[config.mk]
export PLATFORM = sky130hd
export DESIGN_NAME = alu_cmd_sequencer
export DESIGN_NICKNAME = d
export VERILOG_FILES = /design/src/rtl/alu_cmd_sequencer.sv
export SDC_FILE = /design/constraint.sdc
export NUM_CORES = 1
export LEC_CHECK = 0
export ABC_AREA = 1
export BUFFER_PORTS_ARGS = -buffer_cell sky130_fd_sc_hd__buf_2
export CORE_ASPECT_RATIO = 0.8
export CORE_MARGIN = 2
export CORE_UTILIZATION = 45
export DETAILED_ROUTE_END_ITERATION = 12
export GPL_TIMING_DRIVEN = 0
export MAX_ROUTING_LAYER = met4
export PLACE_DENSITY = 0.68
export SLEW_MARGIN = 20
export SYNTH_ARGS = -nofsm -noshare
export SYNTH_HDL_FRONTEND = slang
export SYNTH_SLANG_ARGS = --single-unit
[constraint.sdc]
create_clock -name clk -period 3.2 [get_ports clk]
set_input_delay 0.64 -clock clk [delete_from_list [all_inputs] [get_ports clk]]
set_output_delay 0.64 -clock clk [all_outputs]
set_load 0.005 [all_outputs]
[src/rtl/alu_cmd_sequencer.sv]
// Handshaked command/response front end for the 32-bit ALU: drives operands, waits a settle
// time, captures S/CO into a show-ahead result FIFO. Define ALU_REF_CHECK_EN for a result reference check.
module alu_cmd_sequencer #(
    parameter int WIDTH      = 32,
    parameter int SETTLE_CYC = 2,
    parameter int FIFO_DEPTH = 4,
    parameter int TAG_W      = 4
) (
    input  logic             clk,
    input  logic             rst_n,

    input  logic             cmd_valid,
    output logic             cmd_ready,
    input  logic [WIDTH-1:0] cmd_a,
    input  logic [WIDTH-1:0] cmd_b,
    input  logic             cmd_ci,
    input  logic [2:0]       cmd_f,
    input  logic [1:0]       cmd_dir,
    input  logic [4:0]       cmd_bite,
    input  logic [TAG_W-1:0] cmd_tag,

    output logic [WIDTH-1:0] alu_a,
    output logic [WIDTH-1:0] alu_b,
    output logic             alu_ci,
    output logic [2:0]       alu_f,
    output logic [1:0]       alu_dir,
    output logic [4:0]       alu_bite,
    input  logic [WIDTH-1:0] alu_s,
    input  logic             alu_co,

    output logic             rsp_valid,
    input  logic             rsp_ready,
    output logic [WIDTH-1:0] rsp_s,
    output logic             rsp_co,
    output logic [2:0]       rsp_f,
    output logic [TAG_W-1:0] rsp_tag,
    output logic             rsp_err,

    output logic             busy
);

    localparam int         AW       = $clog2(FIFO_DEPTH);
    localparam logic [3:0] CNT_LOAD = 4'(SETTLE_CYC - 1);

    typedef enum logic [1:0] {
        S_IDLE    = 2'd0,
        S_SETTLE  = 2'd1,
        S_CAPTURE = 2'd2
    } state_t;

    state_t           r_state;
    logic [3:0]       r_cnt;
    logic [WIDTH-1:0] r_alu_a;
    logic [WIDTH-1:0] r_alu_b;
    logic             r_alu_ci;
    logic [2:0]       r_alu_f;
    logic [1:0]       r_alu_dir;
    logic [4:0]       r_alu_bite;
    logic [TAG_W-1:0] r_tag;

    logic [WIDTH-1:0] r_mem_s   [FIFO_DEPTH];
    logic             r_mem_co  [FIFO_DEPTH];
    logic [2:0]       r_mem_f   [FIFO_DEPTH];
    logic [TAG_W-1:0] r_mem_tag [FIFO_DEPTH];
    logic             r_mem_err [FIFO_DEPTH];
    logic [AW-1:0]    r_wr_ptr;
    logic [AW-1:0]    r_rd_ptr;
    logic [AW:0]      r_count;

    logic w_full;
    logic w_empty;
    logic w_accept;
    logic w_push;
    logic w_pop;
    logic w_err;

    assign w_full    = (r_count == (AW+1)'(FIFO_DEPTH));
    assign w_empty   = (r_count == '0);
    assign cmd_ready = (r_state == S_IDLE) && !w_full;
    assign w_accept  = cmd_valid && cmd_ready;
    assign w_push    = (r_state == S_CAPTURE);
    assign w_pop     = rsp_valid && rsp_ready;
    assign busy      = (r_state != S_IDLE);

    assign alu_a    = r_alu_a;
    assign alu_b    = r_alu_b;
    assign alu_ci   = r_alu_ci;
    assign alu_f    = r_alu_f;
    assign alu_dir  = r_alu_dir;
    assign alu_bite = r_alu_bite;

    // The SETTLE->CAPTURE step is taken on the edge where the counter would reach 0, so
    // the capture edge lands exactly SETTLE_CYC edges after the accept.
    always_ff @(posedge clk or negedge rst_n) begin
        if (!rst_n) begin
            r_state    <= S_IDLE;
            r_cnt      <= '0;
            r_alu_a    <= '0;
            r_alu_b    <= '0;
            r_alu_ci   <= 1'b0;
            r_alu_f    <= '0;
            r_alu_dir  <= '0;
            r_alu_bite <= '0;
            r_tag      <= '0;
        end else begin
            case (r_state)
                S_IDLE: begin
                    if (w_accept) begin
                        r_alu_a    <= cmd_a;
                        r_alu_b    <= cmd_b;
                        r_alu_ci   <= cmd_ci;
                        r_alu_f    <= cmd_f;
                        r_alu_dir  <= cmd_dir;
                        r_alu_bite <= cmd_bite;
                        r_tag      <= cmd_tag;
                        r_cnt      <= CNT_LOAD;
                        r_state    <= (SETTLE_CYC == 1) ? S_CAPTURE : S_SETTLE;
                    end
                end
                S_SETTLE: begin
                    r_cnt <= r_cnt - 4'd1;
                    if (r_cnt <= 4'd1)
                        r_state <= S_CAPTURE;
                end
                S_CAPTURE: begin
                    r_cnt   <= '0;
                    r_state <= S_IDLE;
                end
                default: r_state <= S_IDLE;
            endcase
        end
    end

    always_ff @(posedge clk or negedge rst_n) begin
        if (!rst_n) begin
            r_wr_ptr <= '0;
            r_rd_ptr <= '0;
            r_count  <= '0;
        end else begin
            if (w_push)
                r_wr_ptr <= r_wr_ptr + 1'b1;
            if (w_pop)
                r_rd_ptr <= r_rd_ptr + 1'b1;
            case ({w_push, w_pop})
                2'b10:   r_count <= r_count + 1'b1;
                2'b01:   r_count <= r_count - 1'b1;
                default: r_count <= r_count;
            endcase
        end
    end

    // Storage needs no reset: every read is masked by the occupancy count.
    always_ff @(posedge clk) begin
        if (w_push) begin
            r_mem_s[r_wr_ptr]   <= alu_s;
            r_mem_co[r_wr_ptr]  <= alu_co;
            r_mem_f[r_wr_ptr]   <= r_alu_f;
            r_mem_tag[r_wr_ptr] <= r_tag;
            r_mem_err[r_wr_ptr] <= w_err;
        end
    end

    assign rsp_valid = !w_empty;
    assign rsp_s     = rsp_valid ? r_mem_s[r_rd_ptr]   : '0;
    assign rsp_co    = rsp_valid ? r_mem_co[r_rd_ptr]  : 1'b0;
    assign rsp_f     = rsp_valid ? r_mem_f[r_rd_ptr]   : '0;
    assign rsp_tag   = rsp_valid ? r_mem_tag[r_rd_ptr] : '0;
    assign rsp_err   = rsp_valid ? r_mem_err[r_rd_ptr] : 1'b0;

`ifdef ALU_REF_CHECK_EN
    logic [WIDTH:0] w_ref;
    logic           w_ref_chk;

    // Zero, shift/rotate and truncate are not modelled and never flagged.
    always_comb begin
        w_ref     = '0;
        w_ref_chk = 1'b1;
        case (r_alu_f)
            3'b001:  w_ref = {1'b0, r_alu_a} + {1'b0, r_alu_b} + {{WIDTH{1'b0}}, r_alu_ci};
            3'b100:  w_ref = {1'b0, r_alu_a & r_alu_b};
            3'b101:  w_ref = {1'b0, r_alu_a | r_alu_b};
            3'b110:  w_ref = {1'b0, ~r_alu_a};
            3'b111:  w_ref = {1'b0, r_alu_a ^ r_alu_b};
            default: w_ref_chk = 1'b0;
        endcase
    end

    assign w_err = w_ref_chk && ({alu_co, alu_s} != w_ref);
`else
    assign w_err = 1'b0;
`endif

endmodule

-- Yosys cells after proc, flatten, opt, wreduce, memory -nomap -nowiden
Memory sizes are Yosys's and may differ from the RTL's.
Index checks and enable logic that the tools add are counted.
- order comparisons: 1
- equal/unequal tests: 7
- reductions and logical operators: 13
- add/sub/neg operators: 5
- muxes and demuxes: 13
- operators by type and width (operator ; number):
    $mux 32 ; 1
    $pmux 4 s3 ; 1
    $mux 4 ; 2
    $pmux 3 s2 ; 1
    $reduce_and 2->1 ; 3
    $add 2x1->2 const B ; 2
    $eq 2x1->1 const B ; 2
    $eq 2x2->1 const B ; 2
    $le 4x1->1 const B ; 1
    $mux 1 ; 4
    $mux 2 ; 2
    $ne 2x2->1 const B ; 2
    $pmux 2 s2 ; 1
    $reduce_bool 2->1 ; 2
    $sub 4x1->4 const B ; 1
    $add 3x1->3 const B ; 1
    $eq 3x3->1 const B ; 1
    $logic_and 1x1->1 ; 3
    $logic_not 3->1 ; 1
    $mux 3 ; 1
    $reduce_bool 3->1 ; 1
    $sub 3x1->3 const B ; 1
    $logic_not 1->1 ; 2
    $logic_not 2->1 ; 1
- memories: 4
- register bits: 92
- RAM bits: 160
- bits of input ports: 116
- output and inout bits: 119
- logic and storage cells: 55
- memories (memory ; words ; bits a word ; read ports ; clocked after memory_dff ; write ports ; RTL line ; source):
    r_mem_s ; 4 ; 32 ; 1 ; 0 ; 1 ; 61 ; logic [WIDTH-1:0] r_mem_s [FIFO_DEPTH];
    r_mem_tag ; 4 ; 4 ; 1 ; 0 ; 1 ; 64 ; logic [TAG_W-1:0] r_mem_tag [FIFO_DEPTH];
    r_mem_f ; 4 ; 3 ; 1 ; 0 ; 1 ; 63 ; logic [2:0] r_mem_f [FIFO_DEPTH];
    r_mem_co ; 4 ; 1 ; 1 ; 0 ; 1 ; 62 ; logic r_mem_co [FIFO_DEPTH];

-- Depth between registers and ports, before layout
- word-level depth: 6
- mapped depth: 10

-- Worst setup path after synthesis
No wires, ideal clock.
- path type: register to register
- from: reg r_state[0]
- to: mem r_mem_co[0], enable pin
- stages on the path, launching flop included: 6
- path slack: 1.062 ns
- library setup time: 0.395 ns
- arrival time: 1.744 ns
- clock period less this slack: 2.138 ns
- cells stage by stage: dfrtp_1 inv_1 ha_1 clkbuf_1 nand2_1 inv_1
- longest elaborated chain between the ends: 3
- ends and longest elaborated chain (what ; RTL line ; source):
    start: declaration ; 51 ; state_t r_state;
    start signal: assignment ; 117 ; r_state <= (SETTLE_CYC == 1) ? S_CAPTURE : S_SETTLE;
    $eq 2x2->1 ; 81 ; assign w_push = (r_state == S_CAPTURE);
    $mux 1 ; 154 ; if (w_push) begin
    $mux 1 ; - ;
    end: declaration ; 62 ;
Every way passes these cells.

-- Final worst setup path
- from: reg r_rd_ptr[0]
- to: out rsp_f[2]
- longest elaborated chain between the ends: 2
- ends and longest elaborated chain (what ; RTL line ; source):
    start: declaration ; 67 ; logic [AW-1:0] r_rd_ptr;
    start signal: assignment ; 143 ; r_rd_ptr <= r_rd_ptr + 1'b1;
    $mem_v2 4x3 ; - ;
    $mux 3 ; 166 ; assign rsp_f = rsp_valid ? r_mem_f[r_rd_ptr] : '0;
    end: declaration ; 35 ; output logic [2:0] rsp_f,
Every way passes these cells.

==> results.cfg <==
[run_status]
outcome = finished clean

[hold_path]
hold_class = input pin to async pin

[timing]
final.setup.worst_slack_ns = 0.300
fin_skew_ns = 0.0119
hold_viol = 0
post-route-min-period_ns = 2.90
min_period_over_period = 0.906
tns_ns = 0
rsz0062_at_grt = false
maxSlewHeadroom = 0.583
drv_slew = 0
setup-violations-final = 0
max_slew.worst_pin.slew_ns = 0.625
hold_slack_ns = 0.0409
max_freq_mhz = 345

[yosys]
synthTopCellsByArea = edfxtp_1, dfrtp_1, nand2_1
synth_top_area_frac = 0.477
synth_seq_cells = 252
syn_nets = 1050
yosysSeqAreaShare = 0.706
yosys_warnings = 0
yosys.area.top_type = edfxtp_1
avgSynthCellArea_um2 = 10.9
postSynthCellCount = 921
synth_area_um2 = 10100
synth.distinct_cells = 23

[power]
vdd_ir_drop_max_uv = 609
power_frac_clock = 0.235
combPwrFrac = 0.374
power_switching_mw = 4.50
seqPwrFrac = 0.392
total_power_mw = 12.2
power.density_nw_per_um2 = 970
p_int_mw = 7.67
switching_share = 0.370
leakage_nw = 5.56

[setup_path]
cp-start-kind = register
crit_slowest_cell = clkbuf_1
critPathMostFrequentCell = buf_2
critPathArrivalTime_ns = 2.26
reg2reg_slack_ns = 1.03
cpPeakStageDelay_ns = 0.47
crit_required_ns = 2.56
cp_max_fo = 10
crit_chain = buf_2 > inv_2 > clkbuf_1 > o21ai_0 > a21oi_1 > buf_2
critical_path_class = register to primary output
setup.worst_path.end_class = primary output

[floorplan]
fp.coreArea_um2 = 21700
initial_core_util = 0.463
ios = 235
std_cell_rows = 48
die_height_um = 138
die_area_um2 = 23600
die_x_um = 171

[clock_tree]
cts_buffers = 26
clkLatencyLatePin_ns = 0.52
cts.sinks = 252
cts.clk_slew.worst_paths_ns = 0.06
cts_resized = 0
cts_setup_buffers = 0
htreeDepth = 1
cts-root-buf = clkbuf_16
clk_path_buf_depth = 3
cts_tree = built
cts_hold_buf = 0

[grt]
grt_pass1_wl_mm = 39.8
track_usage = 0.225
first_global_vias = 7498
antenna_found_initial = 1
grt_start_max_net_pins = 51
grt_overflow = 0

[drt]
viasPerCell = 4.97
detail-route-antenna-nets = 0
dr.pass1.iters = 5
routedWlPerCell_um = 16.9
drcViolationCount = 0
vias = 7488
drt_iter0_markers = 570
drt_wl_total_mm = 25.5

[cells_and_area]
fin_nets = 1315
fin_cells = 1508
nFillCells = 1860
drive_gt1_frac = 0.250
final_util = 0.577
areaGrowthSynthToFinish_pct = 24.6
design_area_um2 = 12500

[placement]
port_buffers = 232
gp_congestion = 0.833
dp_hpwl_mm = 17.1
pre_cts_ws_ns = 0.809
post_dp_cell_area_um2 = 11700
dp_cells = 1458

[job]
max_cap_violations = 0
[registers in the layout (all words and copies together), names as in the netlist, 4 cells and up]
register   flops
r_mem_co       4
alu_b         32
r_tag          4
alu_bite       5
r_mem_s      128
r_mem_f       12
r_cnt          4
r_mem_tag     16
alu_a         32
[cell usage in the layout (no fill, tap or decap), types with 5 or more instances in the layout]
cell type and n:
a21oi_1 42, buf_2 245, clkbuf_1 42, clkbuf_16 27, clkinv_2 7, dfrtp_1 92
edfxtp_1 160, ha_1 12, inv_1 17, inv_2 5, nand2_1 187, nand3_1 86
nor2_1 168, o21ai_0 73, o21ai_1 12
[path summary, 6_finish.rpt]
path,endpoint,from,cells past startpoint
min reg2reg,alu_a[6],alu_a[6],2
min,alu_b[21],rst_n,1
max reg2reg,r_mem_s[1][17],r_state[0],6
max,rsp_f[2],r_rd_ptr[0],6
min in group clk,r_mem_s[2][7],alu_s[7],1
max in group asynchronous,alu_dir[1],rst_n,2
[cell families (layout without fill, tap and decap cells)]
kind of cell | Yosys count | after routing | synth area share
AO/OA/AOI/OAI | 128 | 128 | 0.0640
adder cells (fa/ha/maj) | 13 | 13 | 0.0169
buffers and inverters | 79 | 364 | 0.0319
AND/OR/NAND/NOR | 444 | 444 | 0.177
other | 1 | 3 | 0.000372
flip-flops | 252 | 252 | 0.706
XOR/XNOR | 4 | 4 | 0.00348
[cells in the mapped netlist, drive strengths merged]
master,instances
nor2,169
xnor2,1
xor2,3
fa,1
a21oi,43
edfxtp,160
nand2,187
nor3b,1
dfrtp,92
buf,20
conb,1
clkbuf,37
inv,22
nand3,87
o21ai,85
ha,12
[power by group through the flow]
stage / sequential (mW) / combinational [mW] / clock, mW
3_5_place_dp: 4.79 / 4.61 / 0
5_1_grt: 4.86 / 5.20 / 3.05
3_3_place_gp: 4.81 / 4.45 / 0
4_1_cts: 4.76 / 4.60 / 2.91
2_1_floorplan: 4.80 / 2.54 / 0
6_report: 4.77 / 4.55 / 2.86
[final cells by class]
| type | instances | area [um2] | area share |
|---|---|---|---|
| multi-input cells | 590 | 2640 | 0.211 |
| inverters | 22 | 82.6 | 0.00658 |
| clock inverters | 13 | 73.8 | 0.00589 |
| clock buffers | 35 | 736 | 0.0587 |
| well taps | 300 | 375 | 0.0299 |
| diodes | 2 | 5.00 | 0.000399 |
| flip-flops and latches | 252 | 7110 | 0.567 |
| repair buffers | 237 | 1280 | 0.102 |
| plain buffers | 57 | 239 | 0.0191 |
[per-layer routing]
| layer | vias up | part of all wire | global-route usage |
|---|---|---|---|
| li1 | 3642 | - | - |
| met1 | 3560 | 0.43 | 0.292 |
| met2 | 255 | 0.48 | 0.369 |
| met3 | 31 | 0.078 | 0.0506 |
| met4 | 0 | 0.015 | 0.0466 |
| met5 | - | 0 | - |
[critical path: cells and delay by family (launching register included)]
kind | cells | cell delay, ns
buf+inv | 4 | 0.98
compound gates | 2 | 0.40
flops | 1 | 0.36
No activity file was read; power rests on OpenSTA's default activity.
